===== src/rtl/mips_pkg.sv =====
// Shared ROM widths, response status encodings and the status/data
// formatting applied to every ROM access.
package mips_pkg;

  localparam int ADDR_W = 31;
  localparam int DATA_W = 32;

  localparam logic [1:0] ERR_OK  = 2'b00;
  localparam logic [1:0] ERR_OVF = 2'b01;
  localparam logic [1:0] ERR_MIS = 2'b10;

  typedef struct packed {
    logic [DATA_W-1:0] data;
    logic [1:0]        err;
  } rom_resp_t;

  // Misalignment is checked first; any error zeroes the returned word.
  function automatic rom_resp_t rom_resp(input logic [ADDR_W-1:0] addr,
                                         input logic [DATA_W-1:0] data,
                                         input logic              ovf);
    rom_resp_t r;
    r.data = '0;
    r.err  = ERR_OK;
    if (addr[1:0] != 2'b00) r.err = ERR_MIS;
    else if (ovf)           r.err = ERR_OVF;
    else                    r.data = data;
    return r;
  endfunction

endpackage


===== src/rtl/rom_resp_buf.sv =====
// Single-entry response register with valid/ready handshake; reports
// whether its owner may be granted this cycle (empty, or draining now).
module rom_resp_buf
  import mips_pkg::*;
(
  input  logic              clk,
  input  logic              rst_n,
  input  logic              req_i,
  input  logic              load_i,
  input  rom_resp_t         resp_i,
  input  logic              rready_i,
  output logic              elig_o,
  output logic              rvalid_o,
  output logic [DATA_W-1:0] rdata_o,
  output logic [1:0]        rerr_o
);

  logic      valid_q, valid_d;
  rom_resp_t resp_q, resp_d;

  assign elig_o   = req_i & (~valid_q | rready_i);
  assign rvalid_o = valid_q;
  assign rdata_o  = resp_q.data;
  assign rerr_o   = resp_q.err;

  // A load takes priority over a drain so a same-cycle refill keeps valid high.
  always_comb begin
    valid_d = valid_q;
    resp_d  = resp_q;
    if (load_i) begin
      valid_d = 1'b1;
      resp_d  = resp_i;
    end else if (valid_q && rready_i) begin
      valid_d = 1'b0;
    end
  end

  always_ff @(posedge clk or negedge rst_n) begin
    if (!rst_n) begin
      valid_q <= 1'b0;
      resp_q  <= '{data: '0, err: ERR_OK};
    end else begin
      valid_q <= valid_d;
      resp_q  <= resp_d;
    end
  end

endmodule


===== src/rtl/rom_arbiter.sv =====
// Arbitrates the single ROM read port between instruction fetch (IF) and
// debug reads (DB); IF is preferred but DB is forced in after a bounded burst.
module rom_arbiter
  import mips_pkg::*;
#(
  parameter int IF_BURST_MAX = 4,
  parameter int CNT_W        = 4
) (
  input  logic              clk,
  input  logic              rst_n,
  input  logic              if_req,
  input  logic [ADDR_W-1:0] if_addr,
  output logic              if_gnt,
  output logic              if_rvalid,
  input  logic              if_rready,
  output logic [DATA_W-1:0] if_rdata,
  output logic [1:0]        if_rerr,
  input  logic              db_req,
  input  logic [ADDR_W-1:0] db_addr,
  output logic              db_gnt,
  output logic              db_rvalid,
  input  logic              db_rready,
  output logic [DATA_W-1:0] db_rdata,
  output logic [1:0]        db_rerr,
  output logic [ADDR_W-1:0] rom_addr,
  input  logic [DATA_W-1:0] rom_data,
  input  logic              rom_overflow
);

  localparam logic GRANT_IF = 1'b0;
  localparam logic GRANT_DB = 1'b1;
  localparam logic [CNT_W-1:0] BURST_LIM = CNT_W'(IF_BURST_MAX);

  logic             if_elig, db_elig, db_win;
  logic [CNT_W-1:0] burst_cnt_q, burst_cnt_d;
  logic             last_grant_q, last_grant_d;
  rom_resp_t        resp;

  assign db_win = db_elig & (~if_elig | (burst_cnt_q == BURST_LIM));
  // Grants are masked while reset is asserted so nothing is accepted then.
  assign db_gnt = db_win & rst_n;
  assign if_gnt = if_elig & ~db_win & rst_n;

  assign rom_addr = if_gnt ? if_addr : (db_gnt ? db_addr : '0);
  assign resp     = rom_resp(rom_addr, rom_data, rom_overflow);

  always_comb begin
    burst_cnt_d  = burst_cnt_q;
    last_grant_d = last_grant_q;
    if (!db_req || db_gnt)                       burst_cnt_d = '0;
    else if (if_gnt && burst_cnt_q != BURST_LIM) burst_cnt_d = burst_cnt_q + 1'b1;
    if (if_gnt)      last_grant_d = GRANT_IF;
    else if (db_gnt) last_grant_d = GRANT_DB;
  end

  always_ff @(posedge clk or negedge rst_n) begin
    if (!rst_n) begin
      burst_cnt_q  <= '0;
      last_grant_q <= GRANT_IF;
    end else begin
      burst_cnt_q  <= burst_cnt_d;
      last_grant_q <= last_grant_d;
    end
  end

  rom_resp_buf u_if_buf (
    .clk      (clk),
    .rst_n    (rst_n),
    .req_i    (if_req),
    .load_i   (if_gnt),
    .resp_i   (resp),
    .rready_i (if_rready),
    .elig_o   (if_elig),
    .rvalid_o (if_rvalid),
    .rdata_o  (if_rdata),
    .rerr_o   (if_rerr)
  );

  rom_resp_buf u_db_buf (
    .clk      (clk),
    .rst_n    (rst_n),
    .req_i    (db_req),
    .load_i   (db_gnt),
    .resp_i   (resp),
    .rready_i (db_rready),
    .elig_o   (db_elig),
    .rvalid_o (db_rvalid),
    .rdata_o  (db_rdata),
    .rerr_o   (db_rerr)
  );

endmodule

===== config.mk =====
export PLATFORM = sky130hd
export DESIGN_NAME = rom_arbiter
export DESIGN_NICKNAME = d
export VERILOG_FILES = /design/src/rtl/mips_pkg.sv /design/src/rtl/rom_resp_buf.sv /design/src/rtl/rom_arbiter.sv
export SDC_FILE = /design/constraint.sdc
export NUM_CORES = 1
export LEC_CHECK = 0
export CAP_MARGIN = 0
export CELL_PAD_IN_SITES_DETAIL_PLACEMENT = 1
export CELL_PAD_IN_SITES_GLOBAL_PLACEMENT = 1
export CORE_AREA = 2 2 124 126
export DETAILED_ROUTE_END_ITERATION = 12
export DIE_AREA = 0 0 126 128
export GPL_TIMING_DRIVEN = 1
export HOLD_SLACK_MARGIN = 0.05
export MAX_ROUTING_LAYER = met4
export PLACE_DENSITY_LB_ADDON = 0.1
export SYNTH_ARGS = -nofsm -noshare
export SYNTH_HDL_FRONTEND = slang
export SYNTH_SLANG_ARGS = --single-unit

===== constraint.sdc =====
create_clock -name clk -period 1.8 [get_ports clk]
set_input_delay 0.36 -clock clk [delete_from_list [all_inputs] [get_ports clk]]
set_output_delay 0.36 -clock clk [all_outputs]
set_load 0.03 [all_outputs]

; ---- After elaboration in Yosys (flattened, before gate mapping)
; Index checks and enable logic that the tools add are counted.
[totals]
register_bits = 74
wordCells = 44
[classes]
bitwise = 13
add_sub_neg = 1
n_reduce_logical = 9
n_mux = 12
n_eq_ne = 2
[op_table]
columns = op, n
row1 = $mux 32, 2
row2 = $mux 31, 2
row3 = $mux 4, 2
row4 = $reduce_bool 2->1, 4
row5 = $and 1x1->1, 6
row6 = $mux 1, 5
row7 = $add 4x1->4 const B, 1
row8 = $eq 4x3->1 const B, 1
row9 = $ne 4x3->1 const B, 1
row10 = $not 1->1, 4
row11 = $logic_and 1x1->1, 3
row12 = $or 1x1->1, 3
row13 = $mux 2, 1
row14 = $logic_not 1->1, 1
row15 = $logic_or 1x1->1, 1

; ---- Logic depth before layout (Yosys ltp)
; Gate-level depths: netlist of the first run.
[logic_depth]
word_depth = 12
mapped_depth = 8

; ---- Hierarchy
; Synthesis of the first run repeated with hierarchy kept, for this count alone.
[hier_totals]
hier_cells = 267
hier_area_um2 = 3923.8
[modules_own_cells]
columns = mod, n_inst, seq_area_each_um2, area_per_inst_um2, cells_per_inst
row1 = rom_resp_buf, 2, 875.8, 1457.6, 76
row2 = rom_arbiter, 1, 100.1, 1008.5, 115

; ---- Least setup slack after synthesis of the first run
; OpenSTA, ideal clock, no wires.
[synth_timing]
kind = reg-to-output
startpoint = register u_if_buf.valid_q (netlist: u_if_buf.rvalid_o)
endpoint = output rom_addr[10]
path_stages_with_launch = 7
t_arrival_ps = 1962
path_buffers = 2
setup_slack_ps = -522
path_cell_list = dfrtp_1 -> nand2b_4 -> and3_1 -> buf_2 -> clkbuf_1 -> nand2_1 -> o21ai_0
[synth_via]
elab_chain_cells = 10
word_cells_on_any_way = 12
classes_between = mux: 2 / bitwise: 10
[synth_lines]
columns = item, line_no
row1 = start: declaration, rom_resp_buf.sv:18  ; logic valid_q, valid_d;
row2 = start signal: assignment, rom_resp_buf.sv:43  ; valid_q <= valid_d;
row3 = $not 1->1 (*), rom_resp_buf.sv:21  ; assign elig_o = req_i & (~valid_q | rready_i);
row4 = $or 1x1->1 (*), rom_resp_buf.sv:21
row5 = $and 1x1->1 (*), rom_resp_buf.sv:21
row6 = $not 1->1, rom_arbiter.sv:39  ; assign db_win = db_elig & (~if_elig | (burst_cnt_q == BURST_LIM));
row7 = $or 1x1->1, rom_arbiter.sv:39
row8 = $and 1x1->1, rom_arbiter.sv:39
row9 = $not 1->1, rom_arbiter.sv:42  ; assign if_gnt = if_elig & ~db_win & rst_n;
row10 = $and 1x1->1 (2 in a row), rom_arbiter.sv:42
row11 = $mux 31 (*), rom_arbiter.sv:44  ; assign rom_addr = if_gnt ? if_addr : (db_gnt ? db_addr : '0);
row12 = end: declaration, rom_arbiter.sv:25  ; output logic [ADDR_W-1:0] rom_addr,
; Mark *: on every way between the ends. The rest lies on a longest branch, timed or not.

; ---- Final worst setup path of the first run
[layout_timing]
startpoint = register burst_cnt_q[1]
endpoint = output rom_addr[29]
[layout_via]
elab_chain_cells = 7
word_cells_on_any_way = 9
classes_between = eq/ne: 1 / mux: 2 / bitwise: 6
[layout_lines]
columns = item, line_no
row1 = start: declaration, rom_arbiter.sv:35  ; logic [CNT_W-1:0] burst_cnt_q, burst_cnt_d;
row2 = start signal: assignment, rom_arbiter.sv:61  ; burst_cnt_q <= burst_cnt_d;
row3 = $eq 4x3->1 (*), rom_arbiter.sv:39
row4 = $or 1x1->1 (*), rom_arbiter.sv:39
row5 = $and 1x1->1 (*), rom_arbiter.sv:39
row6 = $not 1->1, rom_arbiter.sv:42
row7 = $and 1x1->1 (2 in a row), rom_arbiter.sv:42
row8 = $mux 31 (*), rom_arbiter.sv:44
; Marks and branches as above.

==> results_dict.tcl, run 1 <==
set metrics [dict create \
    cts_inserted_buffers 9 \
    leakage_nw 3.47 \
    synthArstFlopShare 1.00 \
    syn_to_final_growth_pct 116 \
    yosys.cell_types.count 32 \
    finalHoldViolations 0 \
    boundaryPins 204 \
    p_per_area_nw_per_um2 734 \
    r2r_end "u_db_buf.rerr_o[1]" \
    grt_setup_unrepaired "true" \
    timing.final.crit_share 1.40 \
    num_rows 45 \
    grt_max_degree 40 \
    failed_checks "setup timing" \
    drt-pass1-iter-count 4 \
    vias 4076 \
    gp_congestion 0.889 \
    r2r_slack_ps -60 \
    die_area_um2 16100 \
    cp_data_arrival_time_ps 2160 \
    synth_area_leaders "dfrtp_1 (51%), o21ai_0 (8.7%), o2bb2ai_1 (8.0%), nand2_1 (7.1%), o31ai_1 (7.0%)" \
    start_util 0.244 \
    grt_pass1_wl_um 25600 \
    tightestPinTransition_ps 525 \
    cts_tree "done" \
    cap_violations 0 \
    antenna_found_initial 0 \
    grt_overflow 0 \
    yosys_warnings 0 \
    min_period_ps 2520 \
    required_ps 1440 \
    cts_sinks 74 \
    syn-instance-count 383 \
    cp-end-kind "output pin" \
    ys_ff_latch 74 \
    setup_viol 63 \
    path_depth 10 \
    die_w_um 126 \
    vias_per_cell 4.92 \
    synth_edf_count 0 \
    wire_per_inst_um 20.9 \
    worstSetupPathType "flop to output pin" \
    timing.fmax_ghz 0.398 \
    nets 739 \
    root_buffer "clkbuf_16" \
    die_y_um 128 \
    h-tree-depth 3 \
    first_global_vias 4476 \
    r2r-start "burst_cnt_q[1]" \
    startpoint_type "flop" \
    vdd_drop_max_mv 0.410 \
    nFillCells 1583 \
    drive_above_1_share 0.348 \
    synthTopCellsByCount "dfrtp_1 (74), nand2_1 (69), o21ai_0 (63)" \
    place_ws_ps -699 \
    relSlewSlack 0.650 \
    worstPathMaxFanout 5 \
    clkTransAtPathRegs_ps 60 \
    synth_area_um2 3630 \
    numPortBuffers 203 \
    slew_viol_final 0 \
    synth.most_common_cell "dfrtp_1" \
    dp_hpwl_um 10700 \
    status "finished with violations" \
    core_area_um2 14900 \
    antenna_left 0 \
    register_area_um2 1850 \
    hp-class "input pin to asynchronous set/reset pin" \
    cpLargestDelayFamily "buffers and inverters" \
    drc 0 \
    drt-initial-drc-count 140 \
    path_buf_inv 5 \
    fin_skew_ps 4.51 \
    worstRegToRegCells 10 \
    clk_latency_ps 330 \
    multi_input_area_um2 2290 \
    p_total_mw 5.76 \
    yosysSeqAreaShare 0.510 \
    wl_um 17300 \
    synth_ff_type "dfrtp_1" \
    synth_top_area_cell "dfrtp_1" \
    yosys.area.top_type_share 0.510 \
    grtUsageTotal 0.210 \
    clockBufferDepth 2 \
    syn_nets 486 \
    syn_avg_cell_area_um2 9.48 \
    max_stage_delay_ps 390 \
    setup_ws_ps -715 \
    diodes 0 \
    path_cells "inv_2 > ha_4 > nand3b_4 > a311oi_4 > buf_4 > buf_8 > clkbuf_16 > nand3_1 > o21ai_2 > buf_6" \
    critPathSlowestCell "dfrtp_1" \
]
## state kept, by name (all words and copies together) (netlist names)
signal             count
u_if_buf.rvalid_o      1
u_if_buf.rdata_o      32
u_db_buf.rdata_o      32
burst_cnt_q            4
u_db_buf.rerr_o        2
u_db_buf.rvalid_o      1
u_if_buf.rerr_o        2
## where the power goes
part	switching (mW)	internal (mW)	leakage [nW]
registers	0.103	1.82	0.992
logic	1.05	0.989	2.34
clock network	0.714	1.08	0.140
total	1.87	3.89	3.47
## worst max-delay path by stage
| stage | slack [ps] | end | start |
|---|---|---|---|
| finish | -720 | rom_addr[29] | burst_cnt_q[1] |
| global route | -780 | rom_addr[27] | burst_cnt_q[0] |
| CTS | -670 | rom_addr[19] | burst_cnt_q[0] |
| detailed placement | -700 | rom_addr[10] | db_rready |
| global placement | -660 | rom_addr[10] | db_rready |
| floorplan | -200 | rom_addr[13] | u_db_buf.rvalid_o |
## per-layer routing
| layer | global-route usage | up-vias | wire [um] |
|---|---|---|---|
| met1 | 0.247 | 2029 | 7080 |
| met2 | 0.363 | 148 | 9120 |
| met3 | 0.0547 | 11 | 964 |
| met4 | 0.0498 | 0 | 131 |
| li1 | - | 1888 | - |
| met5 | - | - | 0 |
## metrics by stage
step                      setup TNS, ps  hold slack, ps   util  std cells  cell area [um^2]
final                            -22280             281  0.528        829              7840
after detailed placement         -43690             331  0.417        784              6200
after global placement           -40030             329  0.417        784              6200
after CTS                        -20730             290  0.482        824              7160
after floorplan                   -6090            64.4      -        383              3810
after global routing             -29140             322  0.528        829              7840
## timing repair
item	CTS	global route
pin swaps	5	18
gates resized for setup	83	101
endpoints found under the hold margin	4	0
setup endpoints to repair	99	107
gates cloned	9	4
hold buffers	1	0
setup buffers	14	6
## worst register-to-register path, stage by stage, from the launching register on
cell and delay (ps):
dfrtp_1 390, inv_2 90, ha_4 150, nand3b_4 90, buf_4 140, buf_6 120
a31oi_4 170, buf_6 150, nand2_8 100, buf_12 200, a21boi_1 130
## kinds of logic (layout without fill, tap and decap cells)
family	after synthesis	in the layout	synth area share
compound gates	141	141	0.261
simple gates	121	121	0.155
flops	74	74	0.510
buf+inv	44	302	0.0627
fa+ha+maj	2	2	0.00689
mux	1	1	0.00414
## cells in the final DEF, fill, tap and decap left out, types with 2 or more instances in the layout
cell type,count
nand3_2,8
inv_1,3
dfrtp_1,73
buf_6,38
dlygate4sd2_1,3
clkbuf_1,2
o2bb2ai_2,17
o21ai_4,3
a21oi_1,2
clkbuf_16,13
dlymetal6s2s_1,18
buf_8,2
o21ai_0,33
buf_12,15
o31ai_4,3
inv_2,2
inv_4,2
nor2_1,2
buf_16,8
nand2_1,67
and3_1,2
clkdlybuf4s50_1,148
o21ai_1,4
o31ai_1,25
buf_4,41
nand2b_4,2
o21ai_2,27
o31ai_2,6
clkinv_4,2
nand3_1,28
o2bb2ai_4,16
## layout make-up
type | count | area share
clock buffer | 11 | 0.0297
tap | 188 | 0.0300
multi-input combinational | 265 | 0.292
clock inverter | 5 | 0.00814
inverter | 8 | 0.00447
timing repair buffer | 278 | 0.399
sequential | 74 | 0.236
(Power assumes the default switching activity.)
==> inputs of run 2 (changes only) <==
CTS_CLUSTER_DIAMETER = 30   (was unset)
==> results of run 2 <==
Same layout as run 1: the final DEF is identical, and so are final timing and power.
